### src/rtl/peripheral_bus_if.sv
// MEM-stage load/store bus between the CPU (master) and the peripheral block (slave).
// Reads are answered combinationally; writes commit on the next rising clock edge.
interface peripheral_bus_if;
    logic        rd;
    logic        wr;
    logic [31:0] addr;
    logic [31:0] wdata;
    logic [31:0] rdata;

    modport master (output rd, output wr, output addr, output wdata, input rdata);
    modport slave  (input rd, input wr, input addr, input wdata, output rdata);
endinterface

### src/rtl/peripheral_bus.sv
// Memory-mapped timer/LED/switch/systick/8N1 UART responder; reads combinational, writes on clk edge.
// No backpressure: the bus never stalls, and UART_TXD writes arriving while a frame is in flight are dropped.
module peripheral_bus #(
    parameter logic [31:0] BASE_ADDR = 32'h4000_0000,
    parameter int          BAUD_DIV  = 5208
) (
    input  logic                   clk,
    input  logic                   reset,
    peripheral_bus_if.slave        bus,
    output logic                   irqout,
    output logic [7:0]             led,
    input  logic [7:0]             switch,
    output logic                   uart_tx
);
    localparam int BW = (BAUD_DIV > 2) ? $clog2(BAUD_DIV) : 1;
    localparam logic [BW-1:0] BAUD_LAST = BW'(BAUD_DIV - 1);

    localparam logic [2:0] SEL_TH      = 3'd0;
    localparam logic [2:0] SEL_TL      = 3'd1;
    localparam logic [2:0] SEL_TCON    = 3'd2;
    localparam logic [2:0] SEL_LED     = 3'd3;
    localparam logic [2:0] SEL_SWITCH  = 3'd4;
    localparam logic [2:0] SEL_SYSTICK = 3'd5;
    localparam logic [2:0] SEL_TXD     = 3'd6;
    localparam logic [2:0] SEL_UCON    = 3'd7;

    typedef enum logic [1:0] {
        ST_IDLE  = 2'd0,
        ST_START = 2'd1,
        ST_DATA  = 2'd2,
        ST_STOP  = 2'd3
    } uart_state_t;

    logic [31:0]   r_th;
    logic [31:0]   r_tl;
    logic [2:0]    r_tcon;
    logic [7:0]    r_led;
    logic [7:0]    r_sw_meta;
    logic [7:0]    r_sw_sync;
    logic [31:0]   r_systick;
    logic [7:0]    r_txd;
    logic          r_tx_done;
    uart_state_t   r_state;
    logic [BW-1:0] r_baud_cnt;
    logic [2:0]    r_bit_cnt;

    uart_state_t   w_state_nxt;
    logic [BW-1:0] w_baud_nxt;
    logic [2:0]    w_bit_nxt;
    logic          w_frame_end;
    logic          w_tx_line;
    logic          w_baud_last;

    logic          w_hit;
    logic          w_mapped;
    logic [2:0]    w_sel;
    logic          w_wr_th;
    logic          w_wr_tl;
    logic          w_wr_tcon;
    logic          w_wr_led;
    logic          w_wr_txd;
    logic          w_wr_ucon;
    logic          w_txd_accept;
    logic          w_tx_busy;
    logic          w_tl_max;
    logic          w_ovf;
    logic          w_ovf_irq;
    logic          w_unused;

    // Only word-aligned offsets 0x00..0x1C of the 256-byte window are mapped.
    assign w_hit     = (bus.addr[31:8] == BASE_ADDR[31:8]);
    assign w_mapped  = w_hit && (bus.addr[7:5] == 3'b000);
    assign w_sel     = bus.addr[4:2];
    assign w_unused  = &{1'b0, bus.addr[1:0]};

    assign w_wr_th   = bus.wr && w_mapped && (w_sel == SEL_TH);
    assign w_wr_tl   = bus.wr && w_mapped && (w_sel == SEL_TL);
    assign w_wr_tcon = bus.wr && w_mapped && (w_sel == SEL_TCON);
    assign w_wr_led  = bus.wr && w_mapped && (w_sel == SEL_LED);
    assign w_wr_txd  = bus.wr && w_mapped && (w_sel == SEL_TXD);
    assign w_wr_ucon = bus.wr && w_mapped && (w_sel == SEL_UCON);

    assign w_tx_busy    = (r_state != ST_IDLE);
    assign w_txd_accept = w_wr_txd && !w_tx_busy;

    assign w_tl_max  = (r_tl == 32'hFFFF_FFFF);
    assign w_ovf     = r_tcon[0] && w_tl_max;
    assign w_ovf_irq = w_ovf && r_tcon[1];

    assign irqout  = r_tcon[1] & r_tcon[2];
    assign led     = r_led;
    assign uart_tx = w_tx_line;

    always_comb begin
        bus.rdata = 32'h0;
        if (bus.rd && w_mapped) begin
            case (w_sel)
                SEL_TH:      bus.rdata = r_th;
                SEL_TL:      bus.rdata = r_tl;
                SEL_TCON:    bus.rdata = {29'h0, r_tcon};
                SEL_LED:     bus.rdata = {24'h0, r_led};
                SEL_SWITCH:  bus.rdata = {24'h0, r_sw_sync};
                SEL_SYSTICK: bus.rdata = r_systick;
                SEL_TXD:     bus.rdata = {24'h0, r_txd};
                SEL_UCON:    bus.rdata = {30'h0, r_tx_done, w_tx_busy};
                default:     bus.rdata = 32'h0;
            endcase
        end
    end

    // A CPU write to TL beats the timer; an overflow in the same cycle as a TCON write still latches status.
    always_ff @(posedge clk or negedge reset) begin
        if (!reset) begin
            r_th      <= 32'h0;
            r_tl      <= 32'h0;
            r_tcon    <= 3'b000;
            r_led     <= 8'h00;
            r_sw_meta <= 8'h00;
            r_sw_sync <= 8'h00;
            r_systick <= 32'h0;
        end else begin
            r_systick <= r_systick + 32'd1;
            r_sw_meta <= switch;
            r_sw_sync <= r_sw_meta;

            if (w_wr_th)  r_th  <= bus.wdata;
            if (w_wr_led) r_led <= bus.wdata[7:0];

            if (w_wr_tl)       r_tl <= bus.wdata;
            else if (w_ovf)    r_tl <= r_th;
            else if (r_tcon[0]) r_tl <= r_tl + 32'd1;

            if (w_wr_tcon)      r_tcon <= {bus.wdata[2] | w_ovf_irq, bus.wdata[1:0]};
            else if (w_ovf_irq) r_tcon[2] <= 1'b1;
        end
    end

    assign w_baud_last = (r_baud_cnt == BAUD_LAST);

    always_comb begin
        w_state_nxt = r_state;
        w_baud_nxt  = r_baud_cnt;
        w_bit_nxt   = r_bit_cnt;
        w_frame_end = 1'b0;
        w_tx_line   = 1'b1;
        case (r_state)
            ST_IDLE: begin
                if (w_txd_accept) begin
                    w_state_nxt = ST_START;
                    w_baud_nxt  = '0;
                    w_bit_nxt   = 3'd0;
                end
            end
            ST_START: begin
                w_tx_line = 1'b0;
                if (w_baud_last) begin
                    w_state_nxt = ST_DATA;
                    w_baud_nxt  = '0;
                end else begin
                    w_baud_nxt = r_baud_cnt + 1'b1;
                end
            end
            ST_DATA: begin
                w_tx_line = r_txd[r_bit_cnt];
                if (w_baud_last) begin
                    w_baud_nxt = '0;
                    w_bit_nxt  = r_bit_cnt + 3'd1;
                    if (r_bit_cnt == 3'd7) w_state_nxt = ST_STOP;
                end else begin
                    w_baud_nxt = r_baud_cnt + 1'b1;
                end
            end
            ST_STOP: begin
                if (w_baud_last) begin
                    w_state_nxt = ST_IDLE;
                    w_baud_nxt  = '0;
                    w_frame_end = 1'b1;
                end else begin
                    w_baud_nxt = r_baud_cnt + 1'b1;
                end
            end
            default: w_state_nxt = ST_IDLE;
        endcase
    end

    always_ff @(posedge clk or negedge reset) begin
        if (!reset) begin
            r_state    <= ST_IDLE;
            r_baud_cnt <= '0;
            r_bit_cnt  <= 3'd0;
            r_txd      <= 8'h00;
            r_tx_done  <= 1'b0;
        end else begin
            r_state    <= w_state_nxt;
            r_baud_cnt <= w_baud_nxt;
            r_bit_cnt  <= w_bit_nxt;
            if (w_txd_accept) r_txd <= bus.wdata[7:0];
            r_tx_done  <= w_frame_end | (r_tx_done & ~(w_wr_ucon & bus.wdata[1]));
        end
    end
endmodule

### src/flat_wrapper.sv
// flat-port wrapper written by rule: the top's interface ports become plain ports
module peripheral_bus_flat 
#(
    parameter logic [31:0] BASE_ADDR = 32'h4000_0000,
    parameter int          BAUD_DIV  = 5208
)
  (clk, reset, irqout, led, switch, uart_tx, bus_rd, bus_wr, bus_addr, bus_wdata, bus_rdata);
  peripheral_bus_if bus_i ();
  input  logic clk;
  input  logic reset;
  output logic irqout;
  output logic [7:0] led;
  input  logic [7:0] switch;
  output logic uart_tx;
  input wire logic [$bits(bus_i.rd)-1:0] bus_rd;
  input wire logic [$bits(bus_i.wr)-1:0] bus_wr;
  input wire logic [$bits(bus_i.addr)-1:0] bus_addr;
  input wire logic [$bits(bus_i.wdata)-1:0] bus_wdata;
  output wire logic [$bits(bus_i.rdata)-1:0] bus_rdata;
  assign bus_i.rd = bus_rd;
  assign bus_i.wr = bus_wr;
  assign bus_i.addr = bus_addr;
  assign bus_i.wdata = bus_wdata;
  assign bus_rdata = bus_i.rdata;
  peripheral_bus #(.BASE_ADDR(BASE_ADDR), .BAUD_DIV(BAUD_DIV)) u_core (.clk(clk), .reset(reset), .bus(bus_i), .irqout(irqout), .led(led), .switch(switch), .uart_tx(uart_tx));
endmodule
### config.mk
export PLATFORM = sky130hd
export DESIGN_NAME = peripheral_bus_flat
export DESIGN_NICKNAME = d
export VERILOG_FILES = /design/src/rtl/peripheral_bus_if.sv /design/src/rtl/peripheral_bus.sv /design/src/flat_wrapper.sv
export SDC_FILE = /design/constraint.sdc
export NUM_CORES = 1
export LEC_CHECK = 0
export CORE_UTILIZATION = 55
export CTS_CLUSTER_SIZE = 12
export DETAILED_ROUTE_END_ITERATION = 6
export PLACE_DENSITY = 0.8
export RECOVER_POWER = 25
export SLEW_MARGIN = 5
export SYNTH_ARGS = -nofsm -noshare
export SYNTH_HDL_FRONTEND = slang
export SYNTH_SLANG_ARGS = --single-unit
### constraint.sdc
create_clock -name clk -period 2.85 [get_ports clk]
set_input_delay 0.4275 -clock clk [delete_from_list [all_inputs] [get_ports clk]]
set_output_delay 0.4275 -clock clk [all_outputs]
set_load 0.03 [all_outputs]
Word-level counts from Yosys, hierarchy flattened --
Index checks and enable logic that the tools add are counted.
Operators by class: $add $sub $neg 4, $lt $le $gt $ge 1, equal/unequal tests 19, muxes and demuxes 24, bitwise logic cells 6, reductions and logical operators 23
Operators with widths (number):
- case mux 32 bit (8 select lines) | 1
- two-way mux 32 bit | 4
- adder 32 x 1 -> 32 bit (second input constant) | 2
- equality test 32 bit (second input constant) | 1
- two-way mux 13 bit | 2
- case mux 13 bit (2 select lines) | 1
- equality test 24 x 23 -> 1 bit (second input constant) | 1
- equality test 3 bit (second input constant) | 5
- adder 13 x 1 -> 13 bit (second input constant) | 1
- equality test 13 bit (second input constant) | 1
- logical AND 1 bit | 12
- two-way mux 2 bit | 5
- inequality test 2 x 1 -> 1 bit (second input constant) | 5
- case mux 2 bit (4 select lines) | 1
- equality test 3 x 2 -> 1 bit (second input constant) | 2
- logical NOT 3 bit | 2
- two-way mux 3 bit | 2
- case mux 3 bit (2 select lines) | 1
- nonzero test 2 bit | 3
- two-way mux 1 bit | 5
- AND reduction 5 bit | 1
- equality test 2 bit (second input constant) | 2
- < comparator 3 x 4 -> 1 bit (second input constant) | 1
- adder 3 x 1 -> 3 bit (second input constant) | 1
- other kinds (12) | 15
Storage, ports and cells: bits in registers 150, input port bits 76, output and inout port bits 42, logic and storage cells 90

Longest topological paths before layout --
Gate-level depths: netlist of run 1.
depth in word-level cells 8, depth in mapped cells 9, mapped depth without buffers 7

Worst setup path after synthesis of run 1 --
OpenSTA, ideal clock, no wires.
path type in2out, start input port bus_addr[2], end output port bus_rdata[2], arrival time 2.434 ns, slack -0.012 ns, cell stages on the path 7, cell sequence clkbuf_1 -> clkbuf_1 -> buf_1 -> mux2i_1 -> o21ai_0 -> a21oi_1 -> nor3_1
Between the ends: cells in the longest elaborated chain, start to end 3, elaborated cells between the ends (all ways) 10, those cells by class 7 x eq/ne; 2 x mux; 1 x reduce/logical
Ends and longest elaborated chain:
- start: declaration | RTL line flat_wrapper.sv:17 | input wire logic [$bits(bus_i.addr)-1:0] bus_addr;
- equality test 3 bit (tied with other cells) | RTL line peripheral_bus.sv:97 | case (w_sel)
- case mux 32 bit (8 select lines) * | RTL line peripheral_bus.sv:97
- two-way mux 32 bit * | RTL line peripheral_bus.sv:96 | if (bus.rd && w_mapped) begin
- end: declaration | RTL line flat_wrapper.sv:19 | output wire logic [$bits(bus_i.rdata)-1:0] bus_rdata;
Mark *: on every way between the ends. The rest lies on a longest branch, timed or not.

Worst setup path in the final report of run 1 --
start input port bus_addr[27], end output port bus_rdata[29]
Between the ends: cells in the longest elaborated chain, start to end 4
Ends and longest elaborated chain:
- equality test 24 x 23 -> 1 bit | RTL line peripheral_bus.sv:71 | assign w_hit = (bus.addr[31:8] == BASE_ADDR[31:8]);
- logical AND 1 bit | RTL line peripheral_bus.sv:72 | assign w_mapped = w_hit && (bus.addr[7:5] == 3'b000);
- logical AND 1 bit | RTL line peripheral_bus.sv:96
- two-way mux 32 bit | RTL line peripheral_bus.sv:96
No other way between the ends.

==> results of run 1 <==
-- state kept, by name (all words and copies together), names as in the netlist --
register,cells
u_core.r_state,2
u_core.r_txd,8
u_core.r_sw_meta,8
u_core.r_bit_cnt,3
u_core.r_th,32
u_core.r_sw_sync,8
u_core.r_tcon,3
u_core.r_tx_done,1
u_core.led,8
u_core.r_systick,32
u_core.r_baud_cnt,13
u_core.r_tl,32
-- per-layer routing --
metal / up-vias / part of all wire [%] / global-route usage, %
li1: 3336 / - / -
met1: 3539 / 45 / 40.5
met2: 298 / 47 / 44.3
met3: 34 / 6.9 / 6.49
met4: 0 / 1.5 / 7.94
met5: - / 0 / 0
-- cells in the mapped netlist, drive strengths merged, types with 2 or more instances --
cell / number
nand2b: 6
nand3: 29
a22oi: 2
o21ai: 38
dfrtp: 150
o41ai: 2
nor2: 112
ha: 9
nor4: 14
mux2: 56
o211ai: 4
nand4: 19
o221ai: 6
a22o: 5
nand2: 81
nor3: 18
a221oi: 4
and3: 12
xnor2: 34
nor4b: 2
or3: 12
a41oi: 2
xor2: 16
nor2b: 2
nor3b: 3
a21oi: 58
and2: 8
nand4b: 2
or2: 4
a211oi: 6
mux2i: 42
clkbuf: 32
or4: 4
and4: 4
mux4: 3
buf: 16
o31ai: 11
a221o: 2
inv: 16
a31oi: 4
-- where the power goes --
| group | switching [W] | total [W] | internal (W) | leakage [nW] |
|---|---|---|---|---|
| clock | 0.000955 | 0.00218 | 0.00122 | 0.277 |
| sequential | 0.00000398 | 0.00214 | 0.00214 | 1.88 |
| combinational | 0.000158 | 0.000296 | 0.000138 | 2.41 |
| total | 0.00112 | 0.00462 | 0.00350 | 4.57 |
-- worst reg2reg max path, stage by stage (launching register included) --
cell	delay, ps
sky130_fd_sc_hd__dfrtp_1	520
sky130_fd_sc_hd__nand4_1	160
sky130_fd_sc_hd__or4_1	590
sky130_fd_sc_hd__nor3_4	240
sky130_fd_sc_hd__buf_4	270
sky130_fd_sc_hd__mux2_2	370
sky130_fd_sc_hd__mux2i_1	180
sky130_fd_sc_hd__a21oi_1	90
-- cell type report --
class | instances | share of cell area [%]
inverter | 16 | 0.575
timing repair buffer | 154 | 13.8
sequential | 150 | 35.9
clock buffer | 17 | 4.07
multi-input combinational | 650 | 42.0
clock inverter | 15 | 1.35
tap | 184 | 2.20
-- how the worst max path moves through the flow --
stage	slack, ps	to	depth (start not counted)	start
detailed placement	-350	bus_rdata[17]	8	bus_addr[20]
CTS	20	bus_rdata[0]	8	bus_addr[20]
global placement	-180	bus_rdata[24]	8	bus_addr[20]
finish	20	bus_rdata[29]	8	bus_addr[27]
floorplan	30	bus_rdata[0]	7	bus_addr[2]
global route	-50	bus_rdata[29]	8	bus_addr[10]
-- what timing repair did --
item / in CTS / in global routing
hold endpoints to repair: 54 / 0
hold buffers: 1 / 0
setup endpoints to repair: 30 / 31
pin swaps: 1 / 10
setup buffers: 1 / 4
resized for setup: 3 / 33
gates cloned: 0 / 2
-- cells by family (layout without fill, tap and decap cells) --
group                      count (synthesis)  in the layout
and+or+nand+nor                          335            337
AOI/OAI and AO/OA                        153            153
DFF                                      150            150
muxes                                    101            101
buffers and inverters                     64            202
xor gates and xnor gates                  50             50
adders and majority gates                  9              9
-- stage by stage --
step	TNS (ps)	area (sq um)	hold WS [ps]
2_1_floorplan	0	8260	132
5_1_grt	-437	10500	358
3_3_place_gp	-9450	9680	332
6_report	0	10500	352
3_5_place_dp	-20170	9680	339
4_1_cts	0	10300	352
-- layout by cell type (no fill, tap or decap), types with 11 or more instances in the layout --
cell type / Yosys / final
sky130_fd_sc_hd__dfrtp_1: 150 / 149
sky130_fd_sc_hd__nor2_1: 112 / 104
sky130_fd_sc_hd__nand2_1: 81 / 80
sky130_fd_sc_hd__clkdlybuf4s50_1: 0 / 69
sky130_fd_sc_hd__buf_4: 1 / 59
sky130_fd_sc_hd__a21oi_1: 58 / 58
sky130_fd_sc_hd__mux2_2: 55 / 55
sky130_fd_sc_hd__mux2i_1: 42 / 42
sky130_fd_sc_hd__o21ai_0: 38 / 38
sky130_fd_sc_hd__xnor2_1: 34 / 34
sky130_fd_sc_hd__nand3_1: 29 / 29
sky130_fd_sc_hd__nand4_1: 19 / 19
sky130_fd_sc_hd__clkbuf_16: 0 / 17
sky130_fd_sc_hd__xor2_1: 16 / 16
sky130_fd_sc_hd__inv_1: 16 / 16
sky130_fd_sc_hd__and3_1: 12 / 12
sky130_fd_sc_hd__nor3_1: 17 / 11
sky130_fd_sc_hd__or3_1: 11 / 11
sky130_fd_sc_hd__o31ai_1: 11 / 11
==> metrics.txt, run 1 <==
wire length of the first global-routing pass 35.4 mm; adder-cell area share of the yosys netlist 1.36%; grt total ovfl 0; total wire length 21.9 mm; vias in the first global route 6902; count of cell types in the netlist 59; Tcrit/Tclk final 99.2%; Req. time, crit path 2420 ps; power per standard cell area 442 nW/um^2; Slowest-stage cell, CP sky130_fd_sc_hd__clkdlybuf4s50_1; initial core utilization 56.6%; cell count of the worst hold path 0; critical path's largest stage delay 440 ps; area occupied by registers 3750 sq um; fraction of registers with async set or reset after synthesis 100%; Die Height 124 microns; worst setup margin 23.9 ps; detailed router's first-iteration violation count 612; data arrival time at the worst-slack endpoint 2400 ps; via total after detailed routing 7207; portion of synthesized cell area occupied by the leading cell type 45.5%; type of the worst setup path in -> out; TritonCTS clock tree done; clock insertion delay at the later pin of the skew report 430 ps; worst-path cell chain clkdlybuf4s50_1 > nor4_4 > nand4_1 > nor2_2 > nand2_2 > or2_4 > nor2_4 > buf_6; number of violations of the max-capacitance limit 1; clock-pin slew of the registers on the worst-case setup and hold paths 60 ps; H-tree depth 4; All-Layer GR Usage 28.6%; multi-input combinational cell area 4390 sq um; GP Congestion 0.906; Nets 1074; boundary pin count 118; Max clock buf depth 2; Pre-antenna DRT Iters 5; Post-Synthesis Cell Area 8250 sq um; area overhead of the layout relative to synthesis 26.6%; Port-buffer cells 115; violations in the final reports max-capacitance violations; final number of setup-violating endpoints 0; total count of max-transition violations in the final report 0; sinks on the clock net 150; capture endpoint of the worst hold path u_core.r_sw_sync[2]; Final Hold Fails 0; Vias per Instance 6.08; fraction of the mapped netlist area in compound gates 11.4%; Syn. warnings 0; worst reg2reg endpoint u_core.r_tl[5]; Final HPWL DP 15.3 mm; most frequently used flop master after synthesis sky130_fd_sc_hd__dfrtp_1; startpoint class of the critical path primary input; Layout Cells excl Fill 1186; category of the worst setup path capture point primary output; Cells after Synth 862; total of fill cells in the finished design 1079; #FFs+latches synth 150; TritonCTS Buffers 17; Critical R2R Launch u_core.r_tl[7]; multiplexer share of the synthesized area 13.6%; sequential element share of the synthesized area 45.5%; worst ir drop on vdd 0.000422 V; number of antenna violations at the first check in global routing 0; worst path bufs/invs 2; run status finished, violations left; actual transition at the worst max-transition pin 1490 ps; Worst Hold Class reg -> reg; dominant cell type by area after synthesis sky130_fd_sc_hd__dfrtp_1; pin count of the biggest net entering global routing 58; leakage power summed over all cells 4.57 nW; PnR Total Power 0.00462 W; Worst path top cell family by delay simple AND/OR/NAND/NOR gates; number of antenna cells inserted 0; number of enable-type register cells in the synthesized netlist 0; largest driver fanout on the critical path 6; number of cells after detailed placement 1146; final design utilization 71.6%; pre-CTS setup slack -349 ps; dominant combinational cell family by area after synthesis simple AND/OR/NAND/NOR gates; crit path time final 2830 ps; Achievable Freq 0.354 GHz; Die X 124 microns; top cells by area, synth sky130_fd_sc_hd__dfrtp_1, sky130_fd_sc_hd__mux2_2, sky130_fd_sc_hd__mux2i_1; share of post-route cells with drive strength above 1 19.6%; Synthesized Nets 947; launch instance of the worst min-delay path u_core.r_sw_meta[2]; flop2flop setup slack 320 ps; number of remaining DRC errors 0; synthesized-area fraction occupied by xor and xnor cells 5.31%; FP Rows 44; post-DR wirelength/cell 18.5 microns; remaining max-slew budget at the tightest pin 0.650%; count of cells along the worst register-to-register path 7; area share of and/or/nand/nor cells after synthesis 19.7%; average instance area after synthesis 9.57 sq um; total core area 14600 sq um; area enclosed by the die boundary 15500 sq um; clock tree root buffer cell sky130_fd_sc_hd__clkbuf_16; number of nets still failing antenna checks after routing 0; clk_skew 7.93 ps
Power figures use the tool's default switching activity.
==> inputs of run 2 (changes only) <==
--- a/config.mk
+++ b/config.mk
@@ -5,10 +5,12 @@
 export SDC_FILE = /design/constraint.sdc
 export NUM_CORES = 1
 export LEC_CHECK = 0
-export CORE_UTILIZATION = 55
+export CELL_PAD_IN_SITES_DETAIL_PLACEMENT = 0
+export CELL_PAD_IN_SITES_GLOBAL_PLACEMENT = 2
+export CORE_UTILIZATION = 35
 export CTS_CLUSTER_SIZE = 12
 export DETAILED_ROUTE_END_ITERATION = 6
-export PLACE_DENSITY = 0.8
+export PLACE_DENSITY_LB_ADDON = 0.1
 export RECOVER_POWER = 25
 export SLEW_MARGIN = 5
 export SYNTH_ARGS = -nofsm -noshare
==> run 2 against run 1 <==
  * The run ends with max-capacitance violations, max-slew violations left
  * Count of clock-buffer cells in the layout stayed put
  * Combinational power is 2% higher
  * Hold slack worse by 2.9 ps
  * Total power is 0.81% lower
  * Sequential share of layout area is 1.1 points lower
  * Non-clock buffer count is 13 higher
  * Sequential power hardly changed
  * Worst setup slack better by 14 ps
  * Via count is 1.6% lower
  * Die area is 56% higher
  * Highest routed layer unchanged
==> metrics.txt, run 2 (synthesis results as in run 1) <==
run status finished, violations left; violations in the final reports max-capacitance violations, max-slew violations; worst reg2reg endpoint u_core.r_tl[5]; flop2flop setup slack 390 ps (+70 ps); H-tree depth 4 (unchanged); post-DR wirelength/cell 18.7 microns (+1.3%); final design utilization 47.2% (-24 points); Final Hold Fails 0 (unchanged); crit path time final 2810 ps (-13.9 ps); multi-input combinational cell area 4390 sq um (about the same); Sum Neg Setup Slack 0 ps (unchanged); number of cells after detailed placement 1287 (+12%); vias in the first global route 7068 (+2.4%); Slowest-stage cell, CP sky130_fd_sc_hd__clkdlybuf4s50_1; Tcrit/Tclk final 98.7% (-0.49 points); remaining max-slew budget at the tightest pin -42.4% (-43 points); Hold Slack 349 ps (-2.89 ps); startpoint class of the critical path primary input; cts hold-fix bufs 0 (-1); Nets 1085 (+1.0%); Achievable Freq 0.356 GHz (+0.50%); clock tree root buffer cell sky130_fd_sc_hd__clkbuf_16; pin count of the biggest net entering global routing 79 (+36%); most common cell after layout, fill and taps aside sky130_fd_sc_hd__dfrtp_1; capture endpoint of the worst hold path u_core.r_sw_sync[1]; wire length of the first global-routing pass 39.4 mm (+11%); total wire length 24.8 mm (+13%); boundary pin count 118 (unchanged); Pre-antenna DRT Iters 5 (unchanged); clk_skew 8.66 ps (+0.730 ps); actual transition at the worst max-transition pin 2140 ps (+646 ps); GP Congestion 0.838 (-7.5%); most prevalent standard cell on the critical path sky130_fd_sc_hd__nor2_2; launch instance of the worst min-delay path u_core.r_sw_meta[1]; Worst Hold Class reg -> reg; setup repair after global routing missed its margin true; number of antenna violations at the first check in global routing 0 (unchanged); PnR Total Power 0.00458 W (-0.81%); initial core utilization 36.1% (-20 points); number of violations of the max-capacitance limit 1 (unchanged); type of the worst setup path in -> out; critical path's largest stage delay 410 ps (-30 ps); sinks on the clock net 150 (unchanged); TritonCTS Buffers 17 (unchanged); number of antenna cells inserted 0 (unchanged); number of nets still failing antenna checks after routing 0 (unchanged); final number of setup-violating endpoints 0 (unchanged); TritonCTS clock tree done; data arrival time at the worst-slack endpoint 2380 ps (-20 ps); largest driver fanout on the critical path 12 (+6); most used cells in the layout excluding fill and tap cells sky130_fd_sc_hd__dfrtp_1, sky130_fd_sc_hd__nor2_1, sky130_fd_sc_hd__nand2_1, sky130_fd_sc_hd__clkdlybuf4s50_1, sky130_fd_sc_hd__a21oi_1; Req. time, crit path 2420 ps (about the same); via total after detailed routing 7094 (-1.6%); share of post-route cells with drive strength above 1 21.8% (+2.3 points); grt total ovfl 0 (unchanged); Die X 156 microns (+25%); clock insertion delay at the later pin of the skew report 430 ps (about the same); cell count of the worst hold path 0 (unchanged); Port-buffer cells 115 (unchanged); Vias per Instance 5.35 (-12%); clock-pin slew of the registers on the worst-case setup and hold paths 60 ps (about the same); Layout Cells excl Fill 1326 (+12%); area overhead of the layout relative to synthesis 30.7%; worst ir drop on vdd 0.000329 V (-22%); number of remaining DRC errors 0 (unchanged); worst-path cell chain clkdlybuf4s50_1 > nor4_2 > nand4_1 > nor2_2 > nand2_2 > or2_4 > buf_12 > nor2_2 > buf_6; Die Height 156 microns (+25%); Worst path top cell family by delay simple AND/OR/NAND/NOR gates; power per standard cell area 425 nW/um^2 (-3.9%); area enclosed by the die boundary 24200 sq um (+56%); leakage power summed over all cells 4.64 nW (+1.5%); category of the worst setup path capture point primary output; total count of max-transition violations in the final report 77 (+77); Final HPWL DP 18.1 mm (+18%); All-Layer GR Usage 21.1% (-7.5 points); FP Rows 55 (+25%); Setup crit start bus_addr[20]; detailed router's first-iteration violation count 420 (-31%); largest registers u_core.r_systick: 32 flops, u_core.r_th: 32 flops, u_core.r_tl: 32 flops; worst path bufs/invs 3 (+1); Max clock buf depth 2 (unchanged); total core area 22800 sq um (+57%); count of cells along the worst register-to-register path 7 (unchanged); total of fill cells in the finished design 2217 (+110%); Critical R2R Launch u_core.r_tl[15]; area occupied by registers 3750 sq um (unchanged)
[run 2: changes by cell type in the layout (fill, tap and decap cells not counted), sizes merged]
cell and change:
buf +12, bufinv -1, clkbuf +1, clkdlybuf4s50 +1
clkinvlp +1, dlygate4sd3 -1, or2 -2
[run 2: final cells by class]
cell class / instances / share of cell area, %
multi-input combinational: 648 / 40.7
sequential: 150 / 34.8
timing repair buffer: 167 / 15.2
clock buffer: 17 / 3.95
tap: 313 / 3.63
clock inverter: 15 / 1.10
inverter: 16 / 0.557
[run 2: per-stage QoR]
stage | worst slack (ps) | instance area (sq um)
floorplan | 34.0 | 8260
global placement | -130 | 9950
detailed placement | -165 | 9950
CTS | 10.1 | 10500
global route | -35.8 | 10800
finish | 37.8 | 10800
[run 2: worst reg2reg max path, delay by kind of cell (launching register included)]
family                 cells  cell delay [ps]
flip-flops                 1              460
AO/OA/AOI/OAI              1               80
multiplexers               2              520
AND/OR/NAND/NOR            3             1040
buffers and inverters      1              260
[run 2: repair_timing]
action,in CTS,in global routing
gates cloned,0,2
buffers inserted,2,3
gates resized for setup,5,58
pin swaps,2,4
setup endpoints to repair,27,30
[run 2: worst max-delay path by stage]
| stage | end | cells past startpoint |
|---|---|---|
| 3_5_place_dp | u_core.r_state[1] | 7 |
| 3_3_place_gp | u_core.r_state[1] | 7 |
| 2_1_floorplan | bus_rdata[0] | 7 |
| 5_1_grt | bus_rdata[25] | 9 |
| 6_report | bus_rdata[25] | 9 |
| 4_1_cts | bus_rdata[17] | 9 |
[run 2: power by group]
part | switching, W | internal (W)
combinational | 0.000163 | 0.000141
clock | 0.000998 | 0.00113
sequential | 0.00000385 | 0.00214
total | 0.00116 | 0.00341
[run 2: routing by layer]
| metal | track usage (%) | routed length, microns | part of all wire, % |
|---|---|---|---|
| met1 | 30.4 | 12100 | 49 |
| met2 | 32.9 | 11400 | 46 |
| met3 | 4.28 | 1130 | 4.6 |
| met4 | 4.30 | 210 | 0.85 |
| met5 | 0 | 0 | 0 |
==> inputs of run 3 (changes only) <==
--- a/config.mk
+++ b/config.mk
@@ -7,6 +7,7 @@
 export LEC_CHECK = 0
 export CELL_PAD_IN_SITES_DETAIL_PLACEMENT = 0
 export CELL_PAD_IN_SITES_GLOBAL_PLACEMENT = 2
+export CORE_MARGIN = 2
 export CORE_UTILIZATION = 35
 export CTS_CLUSTER_SIZE = 12
 export DETAILED_ROUTE_END_ITERATION = 6
==> run 3 against run 2 <==
  * The run still ends with max-capacitance violations, max-slew violations left
  * Clock skew increased by 6.2 ps
  * Worst setup slack better by 61 ps
  * Critical path depth unchanged
  * Sequential cell count is the same
  * Sequential share of layout area up 0.53 points
  * Cell count barely moved
  * Register-to-register slack got worse by 20 ps
  * First-iteration DRC count grew 16%
  * Combinational power hardly changed
  * Critical path type unchanged
==> metrics.txt, run 3 (synthesis results as in run 1) <==
capture endpoint of the worst hold path u_core.r_sw_sync[0]; total core area 23300 sq um (+2.1%); largest driver fanout on the critical path 24 (+12); most common cell after layout, fill and taps aside sky130_fd_sc_hd__dfrtp_1; FP Rows 56 (+1.8%); type of the worst setup path in -> out; total wire length 25.3 mm (+1.9%); Nets 1080 (-0.46%); Final HPWL DP 18.5 mm (+2.7%); number of antenna cells inserted 0 (unchanged); Max clock buf depth 2 (unchanged); startpoint class of the critical path primary input; most used cells in the layout excluding fill and tap cells sky130_fd_sc_hd__dfrtp_1, sky130_fd_sc_hd__nor2_1, sky130_fd_sc_hd__nand2_1, sky130_fd_sc_hd__clkdlybuf4s50_1, sky130_fd_sc_hd__buf_4; Vias per Instance 5.32 (-0.50%); GP Congestion 0.812 (-3.1%); Tcrit/Tclk final 96.5% (-2.1 points); TritonCTS clock tree done; Achievable Freq 0.363 GHz (+2.2%); category of the worst setup path capture point primary output; initial core utilization 35.4% (-0.75 points); launch instance of the worst min-delay path u_core.r_sw_meta[0]; cell area after layout 10600 sq um (-1.5%); number of nets still failing antenna checks after routing 0 (unchanged); area occupied by registers 3750 sq um (about the same); grt total ovfl 0 (unchanged); data arrival time at the worst-slack endpoint 2320 ps (-60 ps); Die X 158 microns (+1.3%); wire length of the first global-routing pass 39.4 mm (+0.12%); setup repair after global routing missed its margin false; number of remaining DRC errors 0 (unchanged); Pre-antenna DRT Iters 4 (-1); TritonCTS Buffers 17 (unchanged); run status finished, violations left; power per standard cell area 442 nW/um^2 (+4.1%); Worst Hold Class reg -> reg; violations in the final reports max-capacitance violations, max-slew violations; Req. time, crit path 2420 ps (about the same); Sum Neg Setup Slack 0 ps (unchanged); count of cells along the worst register-to-register path 7 (unchanged); total of fill cells in the finished design 2257 (+1.8%); Placed Area 9960 sq um (about the same); total count of max-transition violations in the final report 77 (unchanged); detailed router's first-iteration violation count 486 (+16%); share of post-route cells with drive strength above 1 19.3% (-2.5 points); H-tree depth 4 (unchanged); number of violations of the max-capacitance limit 1 (unchanged); boundary pin count 118 (unchanged); Final Hold Fails 0 (unchanged); clock insertion delay at the later pin of the skew report 440 ps (about the same); Die Height 158 microns (+1.3%); clock tree root buffer cell sky130_fd_sc_hd__clkbuf_16; final design utilization 45.5% (-1.7 points); multi-input combinational cell area 4310 sq um (-1.8%); All-Layer GR Usage 20.8% (-0.36 points); actual transition at the worst max-transition pin 2090 ps (-45.5 ps); final number of setup-violating endpoints 0 (unchanged); flop2flop setup slack 370 ps (-20 ps); clock-pin slew of the registers on the worst-case setup and hold paths 60 ps (about the same); via total after detailed routing 7064 (-0.42%); post-DR wirelength/cell 19.1 microns (+1.9%); sinks on the clock net 150 (unchanged); number of antenna violations at the first check in global routing 0 (unchanged); Hold Slack 349 ps (-0.541 ps); remaining max-slew budget at the tightest pin -39.4% (+3.0 points); Port-buffer cells 115 (unchanged); clk_skew 14.8 ps (+6.17 ps); crit path time final 2750 ps (-60.6 ps); Critical R2R Launch u_core.r_tl[11]; leakage power summed over all cells 4.60 nW (-0.77%); pin count of the biggest net entering global routing 78 (-1.3%); largest registers u_core.r_systick: 32 flops, u_core.r_th: 32 flops, u_core.r_tl: 32 flops; worst reg2reg endpoint u_core.r_tl[5]; area overhead of the layout relative to synthesis 28.7%; worst ir drop on vdd 0.000243 V (-26%); area enclosed by the die boundary 24800 sq um (+2.6%); vias in the first global route 6956 (-1.6%); cell count of the worst hold path 0 (unchanged)
[run 3: cell types whose count changed in the layout (fill, tap and decap cells not counted), sizes merged]
cell	change
clkdlybuf4s50	+2
clkbuf	-1
buf	-4
clkinv	-2
inv	+3
dlymetal6s2s	-2
clkinvlp	-1
[run 3: how the worst max path moves through the flow]
stage,cells after the start,end,slack (ps),start
2_1_floorplan,7,bus_rdata[0],30,bus_addr[2]
4_1_cts,9,bus_rdata[21],5,bus_addr[20]
3_3_place_gp,9,u_core.r_th[25],-190,bus_addr[20]
3_5_place_dp,9,u_core.r_th[22],-190,bus_addr[20]
6_report,9,bus_rdata[21],100,bus_addr[17]
5_1_grt,11,u_core.r_tl[23],0.7,bus_addr[6]
[run 3: report_power, final]
part	switching, W	internal (W)	total, W
Combinational	0.000162	0.000140	0.000301
Sequential	0.00000477	0.00214	0.00214
Clock	0.00108	0.00117	0.00225
Total	0.00124	0.00345	0.00469
[run 3: cell type report]
cell class | instances | area share [%]
Clock buffer | 17 | 4.01
Sequential cell | 150 | 35.4
Inverter | 16 | 0.566
Timing Repair Buffer | 162 | 14.2
Clock inverter | 15 | 1.47
Tap cell | 319 | 3.76
Multi-Input combinational cell | 648 | 40.6
[run 3: timing repair]
item | CTS | global route
setup endpoints to repair | 24 | 36
hold buffers | 0 | 0
pin swaps | 3 | 5
gates resized for setup | 5 | 8
setup buffers | 4 | 0
[run 3: metrics by stage]
step / total power [W] / setup slack (ps) / cells
final: 0.00469 / 98.4 / 1327
after global routing: 0.00486 / 0.685 / 1327
after CTS: 0.00475 / 4.97 / 1327
after detailed placement: 0.00249 / -188 / 1291
after global placement: 0.00249 / -191 / 1291
after floorplan: 0.00227 / 34.0 / 862
[run 3: critical path, stage by stage]
cell	delay [ps]
sky130_fd_sc_hd__clkdlybuf4s50_1	420
sky130_fd_sc_hd__nor4_2	270
sky130_fd_sc_hd__nand4_1	190
sky130_fd_sc_hd__nor2_2	170
sky130_fd_sc_hd__nand2_1	110
sky130_fd_sc_hd__or2_4	250
sky130_fd_sc_hd__buf_12	160
sky130_fd_sc_hd__nor2_1	140
sky130_fd_sc_hd__buf_4	180
[run 3: metal layers]
layer  vias up  part of all wire [%]  global-route usage (%)
li1       3353                     -                       -
met1      3515                    48                    30.0
met2       176                    46                    32.6
met3        20                   4.5                    3.14
met4         0                   1.2                    5.28
met5         -                     0                       0
